`config.mk`:
```
export PLATFORM = sky130hd
export DESIGN_NAME = writeback_stage_flat
export DESIGN_NICKNAME = d
export VERILOG_FILES = /design/src/rtl/writeback_stage_if.sv /design/src/rtl/writeback_stage.sv /design/src/flat_wrapper.sv
export SDC_FILE = /design/constraint.sdc
export NUM_CORES = 1
export LEC_CHECK = 0
export CAP_MARGIN = 20
export CELL_PAD_IN_SITES_DETAIL_PLACEMENT = 1
export CELL_PAD_IN_SITES_GLOBAL_PLACEMENT = 1
export CORE_ASPECT_RATIO = 1.25
export CORE_MARGIN = 2
export CORE_UTILIZATION = 42
export CTS_BUF_LIST = sky130_fd_sc_hd__clkbuf_8 sky130_fd_sc_hd__clkbuf_16
export DETAILED_ROUTE_END_ITERATION = 8
export PLACE_DENSITY_LB_ADDON = 0.1
export SLEW_MARGIN = 20
export SYNTH_ARGS = -nofsm -noshare
export SYNTH_HDL_FRONTEND = slang
export SYNTH_SLANG_ARGS = --single-unit
```
`constraint.sdc`:
```
create_clock -name clock -period 8.7 [get_ports clock]
set_input_delay 1.305 -clock clock [delete_from_list [all_inputs] [get_ports clock]]
set_output_delay 1.305 -clock clock [all_outputs]
set_load 0.005 [all_outputs]
```
`src/rtl/writeback_stage_if.sv`:
```
// ---------------------------------------------------------------------------
// writeback_stage_if
//   Bundles the writeback stage's pipeline-facing and register-file-facing
//   signals.
//   slave  : the writeback stage itself (consumes results, drives write port)
//   master : the surrounding pipeline / testbench (offers results)
//   Signals:
//     wb_valid/wb_reg/wb_data           main pipeline result
//     md_valid/md_reg/md_data/md_ready  multdiv result handshake
//     md_issue/md_issue_reg             multdiv op issue (scoreboard set)
//     ctrl_writeEnable/ctrl_writeReg/data_writeReg  register-file write port
//     md_busy                           scoreboard of pending multdiv dests
// ---------------------------------------------------------------------------
interface writeback_stage_if;
    logic        wb_valid;
    logic [4:0]  wb_reg;
    logic [31:0] wb_data;
    logic        md_valid;
    logic [4:0]  md_reg;
    logic [31:0] md_data;
    logic        md_ready;
    logic        md_issue;
    logic [4:0]  md_issue_reg;
    logic        ctrl_writeEnable;
    logic [4:0]  ctrl_writeReg;
    logic [31:0] data_writeReg;
    logic [31:0] md_busy;

    modport slave (
        input  wb_valid, wb_reg, wb_data,
        input  md_valid, md_reg, md_data,
        output md_ready,
        input  md_issue, md_issue_reg,
        output ctrl_writeEnable, ctrl_writeReg, data_writeReg,
        output md_busy
    );

    modport master (
        output wb_valid, wb_reg, wb_data,
        output md_valid, md_reg, md_data,
        input  md_ready,
        output md_issue, md_issue_reg,
        input  ctrl_writeEnable, ctrl_writeReg, data_writeReg,
        input  md_busy
    );
endinterface

```
`src/rtl/writeback_stage.sv`:
```
// ---------------------------------------------------------------------------
// writeback_stage
//   Drives the register file's single write port. Main pipeline results have
//   priority; multdiv results are written when the port is free, buffered in
//   a 2-entry FIFO otherwise. Keeps a busy scoreboard of registers that still
//   await a multdiv result.
//   Ports:
//     clock       rising-edge clock
//     ctrl_reset  synchronous active-low reset
//     bus         writeback_stage_if.slave (see interface header)
// ---------------------------------------------------------------------------
module writeback_stage #(
    parameter int FIFO_DEPTH = 2
) (
    input  logic               clock,
    input  logic               ctrl_reset,
    writeback_stage_if.slave   bus
);
    localparam logic [1:0] DEPTH = 2'(FIFO_DEPTH);

    // FIFO storage and control
    logic [4:0]  fifo_reg_q  [2];
    logic [31:0] fifo_data_q [2];
    logic [1:0]  count_q, count_d;
    logic        rd_ptr_q, rd_ptr_d;
    logic        wr_ptr_q, wr_ptr_d;

    // Output and scoreboard registers
    logic        we_q, we_d;
    logic [4:0]  wreg_q, wreg_d;
    logic [31:0] wdata_q, wdata_d;
    logic [31:0] busy_q;

    logic        main_ok;
    logic        md_acc;
    logic        md_keep;
    logic        push;
    logic        pop;
    logic [31:0] set_vec;
    logic [31:0] clr_vec;

    // Ready depends only on the registered count, never on a same-cycle pop.
    assign bus.md_ready = (count_q < DEPTH) && ctrl_reset;

    assign main_ok = bus.wb_valid && (bus.wb_reg != 5'd0);
    assign md_acc  = bus.md_valid && bus.md_ready;
    // Results for r0 complete the handshake but are otherwise discarded.
    assign md_keep = md_acc && (bus.md_reg != 5'd0);

    always_comb begin
        we_d    = 1'b0;
        wreg_d  = wreg_q;
        wdata_d = wdata_q;
        push    = 1'b0;
        pop     = 1'b0;
        clr_vec = '0;
        if (main_ok) begin
            we_d    = 1'b1;
            wreg_d  = bus.wb_reg;
            wdata_d = bus.wb_data;
            push    = md_keep;
        end else if (count_q != 2'd0) begin
            we_d    = 1'b1;
            wreg_d  = fifo_reg_q[rd_ptr_q];
            wdata_d = fifo_data_q[rd_ptr_q];
            pop     = 1'b1;
            push    = md_keep;
            clr_vec[fifo_reg_q[rd_ptr_q]] = 1'b1;
        end else if (md_keep) begin
            // Empty FIFO and free port: bypass straight to the write port.
            we_d    = 1'b1;
            wreg_d  = bus.md_reg;
            wdata_d = bus.md_data;
            clr_vec[bus.md_reg] = 1'b1;
        end
    end

    always_comb begin
        set_vec = '0;
        if (bus.md_issue && (bus.md_issue_reg != 5'd0)) begin
            set_vec[bus.md_issue_reg] = 1'b1;
        end
    end

    always_comb begin
        count_d  = count_q;
        rd_ptr_d = rd_ptr_q;
        wr_ptr_d = wr_ptr_q;
        if (push) begin
            wr_ptr_d = ~wr_ptr_q;
        end
        if (pop) begin
            rd_ptr_d = ~rd_ptr_q;
        end
        if (push && !pop) begin
            count_d = count_q + 2'd1;
        end else if (pop && !push) begin
            count_d = count_q - 2'd1;
        end
    end

    always_ff @(posedge clock) begin
        if (!ctrl_reset) begin
            count_q  <= 2'd0;
            rd_ptr_q <= 1'b0;
            wr_ptr_q <= 1'b0;
            we_q     <= 1'b0;
            wreg_q   <= 5'd0;
            wdata_q  <= 32'd0;
        end else begin
            count_q  <= count_d;
            rd_ptr_q <= rd_ptr_d;
            wr_ptr_q <= wr_ptr_d;
            we_q     <= we_d;
            wreg_q   <= wreg_d;
            wdata_q  <= wdata_d;
        end
    end

    // FIFO entries: payload only, no reset needed since count guards reads.
    genvar gi;
    generate
        for (gi = 0; gi < 2; gi++) begin : g_entry
            always_ff @(posedge clock) begin
                if (push && (wr_ptr_q == 1'(gi))) begin
                    fifo_reg_q[gi]  <= bus.md_reg;
                    fifo_data_q[gi] <= bus.md_data;
                end
            end
        end
    endgenerate

    // Scoreboard: a set on the same edge as a clear wins; bit 0 stays 0.
    always_ff @(posedge clock) begin
        busy_q[0] <= 1'b0;
    end

    generate
        for (gi = 1; gi < 32; gi++) begin : g_busy
            always_ff @(posedge clock) begin
                if (!ctrl_reset) begin
                    busy_q[gi] <= 1'b0;
                end else if (set_vec[gi]) begin
                    busy_q[gi] <= 1'b1;
                end else if (clr_vec[gi]) begin
                    busy_q[gi] <= 1'b0;
                end
            end
        end
    endgenerate

    assign bus.ctrl_writeEnable = we_q;
    assign bus.ctrl_writeReg    = wreg_q;
    assign bus.data_writeReg    = wdata_q;
    assign bus.md_busy          = busy_q;
endmodule
```
`src/flat_wrapper.sv`:
```
// flat-port wrapper written by rule: the top's interface ports become plain ports
module writeback_stage_flat 
#(
    parameter int FIFO_DEPTH = 2
)
  (clock, ctrl_reset, bus_wb_valid, bus_wb_reg, bus_wb_data, bus_md_valid, bus_md_reg, bus_md_data, bus_md_ready, bus_md_issue, bus_md_issue_reg, bus_ctrl_writeEnable, bus_ctrl_writeReg, bus_data_writeReg, bus_md_busy);
  writeback_stage_if bus_i ();
  input  logic clock;
  input  logic ctrl_reset;
  input wire logic [$bits(bus_i.wb_valid)-1:0] bus_wb_valid;
  input wire logic [$bits(bus_i.wb_reg)-1:0] bus_wb_reg;
  input wire logic [$bits(bus_i.wb_data)-1:0] bus_wb_data;
  input wire logic [$bits(bus_i.md_valid)-1:0] bus_md_valid;
  input wire logic [$bits(bus_i.md_reg)-1:0] bus_md_reg;
  input wire logic [$bits(bus_i.md_data)-1:0] bus_md_data;
  output wire logic [$bits(bus_i.md_ready)-1:0] bus_md_ready;
  input wire logic [$bits(bus_i.md_issue)-1:0] bus_md_issue;
  input wire logic [$bits(bus_i.md_issue_reg)-1:0] bus_md_issue_reg;
  output wire logic [$bits(bus_i.ctrl_writeEnable)-1:0] bus_ctrl_writeEnable;
  output wire logic [$bits(bus_i.ctrl_writeReg)-1:0] bus_ctrl_writeReg;
  output wire logic [$bits(bus_i.data_writeReg)-1:0] bus_data_writeReg;
  output wire logic [$bits(bus_i.md_busy)-1:0] bus_md_busy;
  assign bus_i.wb_valid = bus_wb_valid;
  assign bus_i.wb_reg = bus_wb_reg;
  assign bus_i.wb_data = bus_wb_data;
  assign bus_i.md_valid = bus_md_valid;
  assign bus_i.md_reg = bus_md_reg;
  assign bus_i.md_data = bus_md_data;
  assign bus_md_ready = bus_i.md_ready;
  assign bus_i.md_issue = bus_md_issue;
  assign bus_i.md_issue_reg = bus_md_issue_reg;
  assign bus_ctrl_writeEnable = bus_i.ctrl_writeEnable;
  assign bus_ctrl_writeReg = bus_i.ctrl_writeReg;
  assign bus_data_writeReg = bus_i.data_writeReg;
  assign bus_md_busy = bus_i.md_busy;
  writeback_stage #(.FIFO_DEPTH(FIFO_DEPTH)) u_core (.clock(clock), .ctrl_reset(ctrl_reset), .bus(bus_i));
endmodule
```
Word level (Yosys, flattened, before mapping)
Memories as Yosys holds them, arrays and structs flattened. A register that Yosys moved wholly into a read port is not among the register bits.
Cells that the tools add are included.

storage, ports and cells
  register bits after elaboration = 73
  RAM bits = 74
  input bits = 84
  output and inout port bits = 71
  word-level logic and storage cells = 204
  memories = 2

operators by class
  $add $sub $neg = 2
  $lt $le $gt $ge = 7
  muxes and demuxes = 101
  bitwise logic cells = 2
  reductions and logical operators = 53

memories
  memory              words  bits a word  read ports  clocked after Yosys merged registers in  write ports  RTL line               source
  u_core.fifo_data_q  2      32           1           1                                        1            writeback_stage.sv:23  logic [31:0] fifo_data_q [2];
  u_core.fifo_reg_q   2      5            1           1                                        1            writeback_stage.sv:22  logic [4:0] fifo_reg_q [2];

operators by type and width
  operator                                                                              number
  32-bit 2-to-1 mux                                                                     8
  1-bit 2-to-1 mux                                                                      84
  2-bit nonzero test                                                                    33
  32-bit OR reduction                                                                   1
  5-bit 2-to-1 mux                                                                      4
  5-bit by 6-bit < comparator with 1-bit output (second input constant)                 3
  1-bit demux with 5-bit select                                                         3
  5-bit by 1-bit greater-or-equal comparator with 1-bit output (second input constant)  3
  5-bit nonzero test                                                                    3
  1-bit logical AND                                                                     12
  5-bit OR reduction                                                                    1
  2-bit 2-to-1 mux                                                                      2
  3-bit nonzero test                                                                    1
  2-bit by 1-bit adder with 2-bit output (second input constant)                        1
  1-bit zero test                                                                       2
  2-bit < comparator (second input constant)                                            1
  1-bit NOT                                                                             2
  2-bit by 1-bit subtractor with 2-bit output (second input constant)                   1

Depth between registers and ports, before layout
  word-level depth = 11
  mapped depth = 9
  mapped depth without buffers = 7

Worst setup path after synthesis
Ideal clock, no wire load.

  path type = input-to-reg
  start = in bus_wb_valid
  end = mem u_core.fifo_data_q[0][0], enable pin
  library setup time = 0.480 ns
  data arrival time = 4.388 ns
  data required time = 8.220 ns
  slack = 3.832 ns
  stages = 4
  buffers on the path = 1
  path through = clkbuf_2 nor3_1 a21o_1 nor3_1

between the ends
  longest elaborated chain between the ends = 7

ends and longest elaborated chain
  item                                    RTL line                source
  start, declared                         flat_wrapper.sv:10      input wire logic [$bits(bus_i.wb_valid)-1:0] bus_wb_valid;
  1-bit logical AND (*)                   writeback_stage.sv:45   assign main_ok = bus.wb_valid && (bus.wb_reg != 5'd0);
  1-bit 2-to-1 mux (*)                    writeback_stage.sv:57   if (main_ok) begin
  1-bit logical AND                       writeback_stage.sv:125  if (push && (wr_ptr_q == 1'(gi))) begin
  1-bit 2-to-1 mux                        writeback_stage.sv:125
  1-bit 2-to-1 mux (implied by the code)  writeback_stage.sv:127  fifo_data_q[gi] <= bus.md_data;
  32-bit OR reduction (no line)           --
  1-bit 2-to-1 mux (no line)              --
  end, declared                           writeback_stage.sv:23

Every way passes the cells marked *; elsewhere a longest branch is shown, timed or not.

Worst setup path after layout
  start = in ctrl_reset
  end = out bus_md_ready

between the ends
  longest elaborated chain between the ends = 1

ends and longest elaborated chain
  item               RTL line               source
  start, declared    flat_wrapper.sv:9      input logic ctrl_reset;
  1-bit logical AND  writeback_stage.sv:43  assign bus.md_ready = (count_q < DEPTH) && ctrl_reset;
  end, declared      flat_wrapper.sv:16     output wire logic [$bits(bus_i.md_ready)-1:0] bus_md_ready;

No other way between the ends.

==> results.json <==
{
  "synthFlopType": "edfxtp_1",
  "final_common_cell": "clkdlybuf4s50_1",
  "slew_violations": 0,
  "endpoint_kind": "primary output",
  "area_growth_pct": 31.5,
  "synth_seq_area_share": 0.544,
  "p_leak_nw": 2.89,
  "hp-class": "register to register",
  "antenna_found_initial": 0,
  "cap_viol_max_count": 0,
  "setup-violations-final": 0,
  "grt_first_pass_wirelength_mm": 33.1,
  "finalNetCount": 843,
  "timing.rr.start": "u_core.count_q[1]",
  "status": "completed",
  "cts_tree": "yes",
  "vias_per_cell": 6.05,
  "synth_cell_type_count": 57,
  "multi_input_area_um2": 2710,
  "cts_hold_buf": 0,
  "synth_compound_area_frac": 0.195,
  "synthCells": 635,
  "path_cells": "clkdlybuf4s50_1, buf_4, inv_1, buf_4, nor2_1, clkdlybuf4s50_1",
  "grt_max_degree": 88,
  "io_pins": 155,
  "min_period_ns": 4.57,
  "postCtsSetupBuffers": 0,
  "synth_adder_area_share": 0.00184,
  "synth_top_family_by_area": "compound AO/OA/AOI/OAI gates",
  "cts.path.max_buffers": 2,
  "hold_depth": 2,
  "n_antenna_cell": 0,
  "powerDensity_nw_per_um2": 251,
  "synth_area_per_cell_um2": 10.7,
  "synthXorXnorAreaFrac": 0.00257,
  "gr-total-overflow": 0,
  "path_buf_inv": 5,
  "cts_resized": 0,
  "cpMaxStageDelayCell": "clkdlybuf4s50_1",
  "cts.sinks": 148,
  "relSlewSlack": 0.271,
  "rsz0062_at_grt": "false",
  "finalClockSkew_ns": 0.00811,
  "num-fill-cells": 1766,
  "place_hpwl_mm": 14.1,
  "startpoint_type": "primary input",
  "drtIter0Drc": 518,
  "synth_edf_count": 74,
  "irDropWorstVdd_mv": 0.133,
  "clk_pin_slew_worst_paths_ns": 0.06,
  "critPathArrivalTime_ns": 3.26,
  "critPathMaxFanout": 49,
  "grt_pass1_vias": 6265,
  "numPortBuffers": 153,
  "post-route-drc-count": 0,
  "fin_tns_setup_ns": 0,
  "rows": 52,
  "track_usage": 0.244,
  "clk_latency_ns": 0.43,
  "syn-cell-area_um2": 6810,
  "cts.htree.levels": 4,
  "die_h_um": 146,
  "worstSetupPathType": "primary input to primary output",
  "place_ws_ns": 4.18,
  "vias": 5972,
  "wire_per_inst_um": 21.3,
  "fmax_ghz": 0.219,
  "seq_area_um2": 3700,
  "place.gp.congestion": 0.848,
  "reg2reg_slack_ns": 5.97,
  "layout-drive-gt1-share": 0.0713,
  "finalCritPeriodShare": 0.525,
  "cts_buffers": 17,
  "firstDrtPassIters": 5,
  "tightestPinTransition_ns": 1.09,
  "dieWidth_um": 118,
  "synth_nets": 720,
  "worstReg2RegEnd": "u_core.bus.data_writeReg[22]",
  "critical_path.top_delay_family": "buffers and inverters",
  "clockRootBuffer": "clkbuf_16",
  "core-area_um2": 16100,
  "ant_nets": 0,
  "finalWirelength_mm": 21.0,
  "async_flop_share": 0,
  "worstHoldEndpoint": "u_core.bus.data_writeReg[22]",
  "yosys_warnings": 0,
  "hold_start": "u_core.bus.data_writeReg[22]",
  "fin_ws_ns": 4.13,
  "die_area_um2": 17300,
  "layout_common_cells": "clkdlybuf4s50_1 (153), nand2_1 (75), edfxtp_1 (74), dfxtp_1 (73), o311ai_0 (55)",
  "synth-simple-area-share": 0.137,
  "required_ns": 7.39,
  "cpPeakStageDelay_ns": 0.51,
  "synth-seq-cells": 148,
  "muxShareOfSynthArea": 0.0578,
  "finalHoldViolCount": 0,
  "start_util": 0.424,
  "rr_worst_depth": 4
}
==> layout make-up <==
| type | instances | area share |
|---|---|---|
| repair buffers | 160 | 0.177 |
| clock inverters | 14 | 0.0144 |
| multi-input cells | 397 | 0.302 |
| flip-flops and latches | 148 | 0.413 |
| well taps | 216 | 0.0302 |
| inverters | 34 | 0.0142 |
| clock buffers | 18 | 0.0490 |
==> Yosys cell counts, types with 4 or more instances <==
cell type / n / area, um^2
mux2i_1: 36 / 360
nor4_1: 8 / 50.1
inv_1: 34 / 128
buf_2: 18 / 90.1
o311ai_0: 55 / 482
and3b_1: 5 / 43.8
or3_1: 6 / 37.5
a21oi_1: 6 / 30.0
nand3b_1: 5 / 37.5
clkbuf_1: 25 / 93.8
o221ai_1: 4 / 35.0
edfxtp_1: 74 / 2220
nand4_1: 4 / 25.0
o211ai_1: 10 / 75.1
buf_6: 7 / 78.8
nand3_1: 14 / 70.1
nand2_1: 75 / 282
nor2_1: 19 / 71.3
nor3_1: 32 / 160
nor2b_1: 5 / 31.3
o22ai_1: 25 / 156
dfxtp_1: 74 / 1480
a221oi_1: 31 / 272
==> worst reg2reg max path, cell delays in order (launching register included) <==
cell,delay (ns)
dfxtp_1,0.44
nor2_1,0.64
nand3_2,0.68
o311ai_0,0.70
a221oi_1,0.14
==> worst max path at each step <==
stage | depth (start not counted) | to | startpoint | slack, ns
6_report | 6 | bus_md_ready | ctrl_reset | 4.13
3_3_place_gp | 6 | bus_md_ready | ctrl_reset | 4.22
3_5_place_dp | 6 | bus_md_ready | ctrl_reset | 4.18
4_1_cts | 6 | bus_md_ready | ctrl_reset | 4.16
2_1_floorplan | 4 | u_core.fifo_data_q[0][0] | bus_wb_valid | 3.83
5_1_grt | 6 | bus_md_ready | ctrl_reset | 4.04
==> cell families (layout without fill, tap and decap cells) <==
family	after synthesis	count (layout)
AND/OR/NAND/NOR	189	189
flip-flops	148	148
XOR/XNOR	2	2
adder cells (fa/ha/maj)	1	1
multiplexers	39	39
AO/OA/AOI/OAI	165	165
buffers and inverters	90	226
other	1	1
==> state kept, by name (all words and copies together), names as in the netlist, named ones only <==
signal	cells
u_core.fifo_data_q	64
u_core.rd_ptr_q	1
u_core.fifo_reg_q	10
u_core.bus.md_busy	31
u_core.count_q	2
u_core.wr_ptr_q	1
u_core.bus.ctrl_writeEnable	1
u_core.bus.ctrl_writeReg	5
u_core.bus.data_writeReg	32
==> layer usage <==
| metal | global-route usage | part of all wire |
|---|---|---|
| met1 | 0.277 | 0.39 |
| met3 | 0.0641 | 0.061 |
| met5 | 0 | 0 |
| met4 | 0.0904 | 0.024 |
| met2 | 0.441 | 0.53 |
==> metrics by stage <==
step / area [um^2] / hold WS (ns) / cells / utilization / power [mW]
floorplan: 6810 / 0.462 / 635 / - / 1.30
global placement: 8390 / 0.455 / 955 / 0.522 / 1.53
finish: 8960 / 0.472 / 987 / 0.558 / 2.25
CTS: 8950 / 0.476 / 987 / 0.557 / 2.26
global route: 8960 / 0.494 / 987 / 0.558 / 2.36
detailed placement: 8390 / 0.466 / 955 / 0.522 / 1.56
==> power breakdown <==
group / switching (mW) / internal, mW / total [mW]
logic: 0.387 / 0.278 / 0.664
registers: 0.0668 / 0.820 / 0.887
clock network: 0.296 / 0.402 / 0.698
total: 0.749 / 1.50 / 2.25
(Power assumes the default switching activity.)
